--- src/rtl/spi_slave.sv ---
// SPI responder: oversampled SCLK/CS/MOSI, all four CPOL/CPHA modes, MSB first, single-entry TX buffer.
// Optional sticky RX overrun flag and its clear input exist only when SPI_SLAVE_OVERRUN_EN is defined.
module spi_slave #(
  parameter int unsigned       DATA_W      = 8,
  parameter int unsigned       SYNC_STAGES = 2,
  parameter logic [DATA_W-1:0] IDLE_WORD   = '1
) (
  input  logic              clk_i,
  input  logic              rst_ni,
  input  logic              sclk_i,
  input  logic              cs_i,
  input  logic              mosi_i,
  output logic              miso_o,
  output logic              miso_oe_o,
  input  logic [1:0]        mode_i,
  input  logic [DATA_W-1:0] tx_data_i,
  input  logic              tx_valid_i,
  output logic              tx_ready_o,
  output logic [DATA_W-1:0] rx_data_o,
  output logic              rx_valid_o,
  input  logic              rx_ready_i,
`ifdef SPI_SLAVE_OVERRUN_EN
  output logic              overrun_o,
  input  logic              overrun_clr_i,
`endif
  output logic              busy_o
);

  localparam int unsigned CNT_W = $clog2(DATA_W + 1);

  typedef enum logic {ST_IDLE, ST_ACTIVE} state_e;

  logic [SYNC_STAGES-1:0] cs_sync_q, sclk_sync_q, mosi_sync_q;
  logic                   cs_s, sclk_s, mosi_s;

  state_e            state_q, state_d;
  logic [1:0]        mode_q, mode_d;
  logic [CNT_W-1:0]  bit_cnt_q, bit_cnt_d;
  logic              prev_sclk_q, prev_sclk_d;
  logic [DATA_W-1:0] rx_shift_q, rx_shift_d;
  logic [DATA_W-1:0] tx_shift_q, tx_shift_d;
  logic [DATA_W-1:0] buf_q, buf_d;
  logic              buf_full_q, buf_full_d;
  logic [DATA_W-1:0] rx_data_q, rx_data_d;
  logic              rx_valid_q, rx_valid_d;
`ifdef SPI_SLAVE_OVERRUN_EN
  logic              overrun_q, overrun_d;
`endif

  logic              sclk_rise, sclk_fall, lead_edge, trail_edge;
  logic              sample_edge, shift_edge;
  logic              tx_load, rx_done;
  logic [DATA_W-1:0] rx_word;

  // CS synchronizer resets high so a reset never looks like a CS assertion.
  always_ff @(posedge clk_i or negedge rst_ni) begin
    if (!rst_ni) begin
      cs_sync_q   <= '1;
      sclk_sync_q <= '0;
      mosi_sync_q <= '0;
    end else begin
      cs_sync_q   <= {cs_sync_q[SYNC_STAGES-2:0], cs_i};
      sclk_sync_q <= {sclk_sync_q[SYNC_STAGES-2:0], sclk_i};
      mosi_sync_q <= {mosi_sync_q[SYNC_STAGES-2:0], mosi_i};
    end
  end

  assign cs_s   = cs_sync_q[SYNC_STAGES-1];
  assign sclk_s = sclk_sync_q[SYNC_STAGES-1];
  assign mosi_s = mosi_sync_q[SYNC_STAGES-1];

  assign sclk_rise   = sclk_s & ~prev_sclk_q;
  assign sclk_fall   = ~sclk_s & prev_sclk_q;
  assign lead_edge   = mode_q[1] ? sclk_fall : sclk_rise;
  assign trail_edge  = mode_q[1] ? sclk_rise : sclk_fall;
  assign sample_edge = mode_q[0] ? trail_edge : lead_edge;
  assign shift_edge  = mode_q[0] ? lead_edge : trail_edge;
  assign rx_word     = {rx_shift_q[DATA_W-2:0], mosi_s};

  always_ff @(posedge clk_i or negedge rst_ni) begin
    if (!rst_ni) begin
      state_q     <= ST_IDLE;
      mode_q      <= '0;
      bit_cnt_q   <= '0;
      prev_sclk_q <= 1'b0;
      rx_shift_q  <= '0;
      tx_shift_q  <= '0;
      buf_q       <= '0;
      buf_full_q  <= 1'b0;
      rx_data_q   <= '0;
      rx_valid_q  <= 1'b0;
`ifdef SPI_SLAVE_OVERRUN_EN
      overrun_q   <= 1'b0;
`endif
    end else begin
      state_q     <= state_d;
      mode_q      <= mode_d;
      bit_cnt_q   <= bit_cnt_d;
      prev_sclk_q <= prev_sclk_d;
      rx_shift_q  <= rx_shift_d;
      tx_shift_q  <= tx_shift_d;
      buf_q       <= buf_d;
      buf_full_q  <= buf_full_d;
      rx_data_q   <= rx_data_d;
      rx_valid_q  <= rx_valid_d;
`ifdef SPI_SLAVE_OVERRUN_EN
      overrun_q   <= overrun_d;
`endif
    end
  end

  always_comb begin
    state_d     = state_q;
    mode_d      = mode_q;
    bit_cnt_d   = bit_cnt_q;
    prev_sclk_d = sclk_s;
    rx_shift_d  = rx_shift_q;
    tx_shift_d  = tx_shift_q;
    buf_d       = buf_q;
    buf_full_d  = buf_full_q;
    rx_data_d   = rx_data_q;
    rx_valid_d  = rx_valid_q;
    tx_load     = 1'b0;
    rx_done     = 1'b0;
`ifdef SPI_SLAVE_OVERRUN_EN
    overrun_d   = overrun_q;
`endif

    case (state_q)
      ST_IDLE: begin
        if (!cs_s) begin
          state_d   = ST_ACTIVE;
          mode_d    = mode_i;
          bit_cnt_d = '0;
          tx_load   = 1'b1;
        end
      end
      ST_ACTIVE: begin
        // CS release wins over any edge seen in the same cycle; the partial word is dropped.
        if (cs_s) begin
          state_d = ST_IDLE;
        end else if (sample_edge) begin
          rx_shift_d = rx_word;
          if (bit_cnt_q == CNT_W'(DATA_W - 1)) begin
            bit_cnt_d = '0;
            rx_done   = 1'b1;
            tx_load   = 1'b1;
          end else begin
            bit_cnt_d = bit_cnt_q + CNT_W'(1);
          end
        end else if (shift_edge && (bit_cnt_q != '0)) begin
          tx_shift_d = tx_shift_q << 1;
        end
      end
      default: state_d = ST_IDLE;
    endcase

    // Load sees the registered buffer state; a word accepted this cycle waits for the next load.
    if (tx_load) begin
      if (buf_full_q) begin
        tx_shift_d = buf_q;
        buf_full_d = 1'b0;
      end else begin
        tx_shift_d = IDLE_WORD;
      end
    end
    if (tx_valid_i && !buf_full_q) begin
      buf_d      = tx_data_i;
      buf_full_d = 1'b1;
    end

    if (rx_done) begin
      rx_data_d  = rx_word;
      rx_valid_d = 1'b1;
    end else if (rx_ready_i && rx_valid_q) begin
      rx_valid_d = 1'b0;
    end

`ifdef SPI_SLAVE_OVERRUN_EN
    if (rx_done && rx_valid_q && !rx_ready_i) begin
      overrun_d = 1'b1;
    end else if (overrun_clr_i) begin
      overrun_d = 1'b0;
    end
`endif
  end

  assign busy_o     = (state_q == ST_ACTIVE);
  assign miso_oe_o  = (state_q == ST_ACTIVE);
  assign miso_o     = (state_q == ST_ACTIVE) & tx_shift_q[DATA_W-1];
  assign tx_ready_o = ~buf_full_q;
  assign rx_data_o  = rx_data_q;
  assign rx_valid_o = rx_valid_q;
`ifdef SPI_SLAVE_OVERRUN_EN
  assign overrun_o  = overrun_q;
`endif

endmodule
--- config.mk ---
export PLATFORM = sky130hd
export DESIGN_NAME = spi_slave
export DESIGN_NICKNAME = d
export VERILOG_FILES = /design/src/rtl/spi_slave.sv
export SDC_FILE = /design/constraint.sdc
export NUM_CORES = 1
export LEC_CHECK = 0
export ABC_CLOCK_PERIOD_IN_PS = 2700
export CAP_MARGIN = 20
export CORE_MARGIN = 3
export CORE_UTILIZATION = 50
export DETAILED_ROUTE_END_ITERATION = 8
export PLACE_DENSITY = 0.73
export RECOVER_POWER = 100
export SETUP_SLACK_MARGIN = 0.15
export SLEW_MARGIN = 40
export SYNTH_ARGS = -nofsm -noshare
export SYNTH_HDL_FRONTEND = slang
export SYNTH_SLANG_ARGS = --single-unit
--- constraint.sdc ---
create_clock -name clk_i -period 2.7 [get_ports clk_i]
set_clock_uncertainty 0.05 [all_clocks]
set_input_delay 0.81 -clock clk_i [delete_from_list [all_inputs] [get_ports clk_i]]
set_output_delay 0.81 -clock clk_i [all_outputs]
set_load 0.01 [all_outputs]
==> flow_summary.yaml <==
power:
  ir_drop_uv: 388
  clkPwrFrac_pct: 23.8
  seq_power_share_pct: 57.1
  powerDensity_nw_per_um2: 710
  power_frac_comb_pct: 19.1
  power.share.switching_pct: 27.6
  totalPowerFinal_mw: 1.67
  p_leak_nw: 1.07
  switchingPower_mw: 0.461
  p_int_mw: 1.21
yosys:
  synth_compound_area_share_pct: 8.96
  synth_top_family_by_area: "multiplexers"
  ys_warn_count: 0
  synth_xor_area_share_pct: 0.445
  synth.distinct_cells: 33
  syn_nets: 167
  synthAdderAreaFrac_pct: 1.27
  synth-simple-area-share_pct: 9.73
  ys_seq_area_share_pct: 59.9
  synthMuxAreaShare_pct: 16.1
  synth-seq-cells: 47
  netlist_area_um2: 1970
  synth_cells: 148
  postSynthAreaPerCell_um2: 13.3
clock_tree:
  post-cts-setup-buffers: 0
  cts_buffer_depth: 2
  cts_sinks: 47
  cts.root.buffer_cell: "clkbuf_8"
  numCtsBuffers: 5
  clk_pin_slew_ns: 0.08
  cts-resized-gates: 0
  cts_hold_buf: 0
  clk_latency_ns: 0.29
  cts_max_level: 2
  cts_tree: "built"
detailed_routing:
  wl_per_cell_um: 13.4
  drt_iter0_drc: 55
  ant_nets: 0
  dr.pass1.iters: 4
  vias: 1199
  drt_wl_total_um: 3080
  via_per_inst: 5.24
  route.detailed.drc: 0
placed_design:
  dpl.cell_count: 221
  portBuffers: 29
  place_congestion: 0.745
  dp_hpwl_um: 2270
setup_path:
  crit_path_end_kind: "output port"
  worst_path_largest_cell_delay_ns: 0.68
  path_max_fanout: 9
  startpoint_type: "register"
  cp_slowest_cell: "dlygate4sd3_1"
  cp.arrival_ns: 1.57
  cp.required_ns: 1.84
  crit_chain: "clkinv_1 > dlygate4sd3_1"
  criticalPathCategory: "reg -> out"
grt:
  grt_usage_pct: 15.5
  overflow: 0
  grt_max_degree: 48
  grt_pass1_wl_um: 5440
  antenna_found_initial: 0
  grt_pass1_vias: 1223
die:
  pin_count: 30
  die_h_um: 68.7
  rows: 22
  dieWidth_um: 68.7
  die_area_um2: 4730
  core_area_um2: 3720
  initial_utilization_pct: 53.0
sta:
  finalCritPeriodShare_pct: 89.8
  period_needed_ns: 2.43
  setup_viol: 0
  final-hold-violation-count: 0
  worstMarginPinSlew_ns: 1.10
  slew_headroom_pct: 26.7
  rsz0062_at_grt: "no"
  whs_ns: 0.300
  setup_tns_ns: 0
  drv_slew: 0
  fmax_ghz: 0.412
finish:
  drive_above_1_share_pct: 21.0
  fin_util_pct: 63.2
  area_delta_synth_final_pct: 19.3
  finish.net_count: 199
  fill_cells: 304
  fin_cells: 229
  insertedDiodeCount: 0
worst_hold_path:
  hp-class: "reg -> reg"
run_status:
  status: "finished clean"
job:
  maxCapViolCount: 0
[per-layer routing]
metal | wire [um] | part of all wire, % | global-route usage, % | vias to the layer above
li1 | - | - | - | 587
met1 | 1350 | 44 | 19.9 | 584
met2 | 1510 | 49 | 25.0 | 23
met3 | 175 | 5.7 | 4.38 | 5
met4 | 40 | 1.3 | 5.84 | 0
met5 | 0 | 0 | 0 | -
[critical path, delay by kind of cell, from the launching register on]
family / cells / cell delay (ns)
flip-flops: 1 / 0.38
buffers and inverters: 2 / 0.90
[through the flow]
step	setup WS [ns]	area, um2
final	0.274	2350
after global routing	0.159	2350
after CTS	0.311	2380
after detailed placement	0.573	2290
after global placement	0.645	2290
after floorplan	0.844	1970
[cells by family (layout without fill, tap and decap cells)]
| kind of cell | Yosys count | after routing |
|---|---|---|
| simple gates | 36 | 36 |
| mux | 28 | 28 |
| fa+ha+maj | 2 | 2 |
| buf+inv | 12 | 45 |
| flops | 47 | 47 |
| compound gates | 22 | 22 |
| xor+xnor | 1 | 1 |
[path summary, 6_finish.rpt]
check                            endpoint  cells after the start  slack (ns)           start
max                            tx_ready_o                      2        0.27      buf_full_q
min                        mosi_sync_q[1]                      0        0.30  mosi_sync_q[0]
max reg2reg                 tx_shift_q[4]                      5        0.45    cs_sync_q[1]
min reg2reg                mosi_sync_q[1]                      0        0.30  mosi_sync_q[0]
max in group asynchronous        buf_q[5]                      2        1.18          rst_ni
min in group asynchronous  sclk_sync_q[1]                      2        0.75          rst_ni
[sequential cells by signal (all words and copies together), names as in the netlist]
register     flops
rx_shift_q       7
cs_sync_q        2
tx_shift_q       8
sclk_sync_q      2
rx_valid_o       1
bit_cnt_q        4
prev_sclk_q      1
mode_q           2
mosi_sync_q      2
buf_q            8
rx_data_o        8
buf_full_q       1
busy_o           1
[cell usage after synthesis]
master    instances  area share (%)
a21oi_1           2            0.51
a41oi_1           1            0.45
nor3b_1           9             3.4
ha_1              2             1.3
o32ai_1           1            0.45
a32o_1            1            0.51
nor2b_1           1            0.32
nand2b_1          3            0.95
mux2_2           25              14
nand2_1           9             1.7
clkbuf_1          2            0.38
o31ai_1           6             2.3
nand3_2           1            0.51
nor2_1           10             1.9
nand4_1           1            0.32
dfstp_2           2             2.7
dfrtp_1          45              57
xnor2_1           1            0.45
a21o_1            1            0.38
o41ai_1           1            0.45
inv_1             5            0.95
and2_1            1            0.32
buf_4             1            0.38
o22ai_1           1            0.32
mux2_4            1            0.76
buf_6             3             1.7
nand3_1           1            0.25
o21bai_1          1            0.38
clkinv_1          1            0.19
o21ai_0           5             1.3
a221oi_4          1             1.3
mux2i_1           2             1.0
o31ai_2           1            0.64
[placed cells by master (no fill, tap or decap), drive strengths merged]
cell and instances:
buf 1, nor2b 1, mux2i 2, o31ai 7, dfstp 2, nand2b 3
o22ai 1, o41ai 1, clkinv 4, o21ai 5, a221oi 1, ha 2
clkdlybuf4s50 11, dlygate4sd3 17, a21o 1, a32o 1, a21oi 2, nand4 1
clkbuf 7, dfrtp 45, a41oi 1, nand3 2, and2 1, nor2 10
xnor2 1, nand2 9, inv 5, nor3b 9, o21bai 1, mux2 26
o32ai 1
[layout make-up]
class                      instances  area, um2  area share [%]
sequential                        47       1180            50.2
inverter                           6       22.5           0.959
clock buffer                       5       68.8            2.93
clock inverter                     3       15.0           0.639
timing repair buffer              31        294            12.5
multi-input combinational         89        709            30.2
tap                               48       60.1            2.56
[power groups by stage]
stage	logic (mW)	registers (mW)	clock network [mW]
2_1_floorplan	0.252	0.936	0
3_3_place_gp	0.318	0.957	0
3_5_place_dp	0.337	0.970	0
4_1_cts	0.338	0.955	0.407
5_1_grt	0.360	0.976	0.440
6_report	0.319	0.953	0.397
Power figures use the tool's default switching activity.
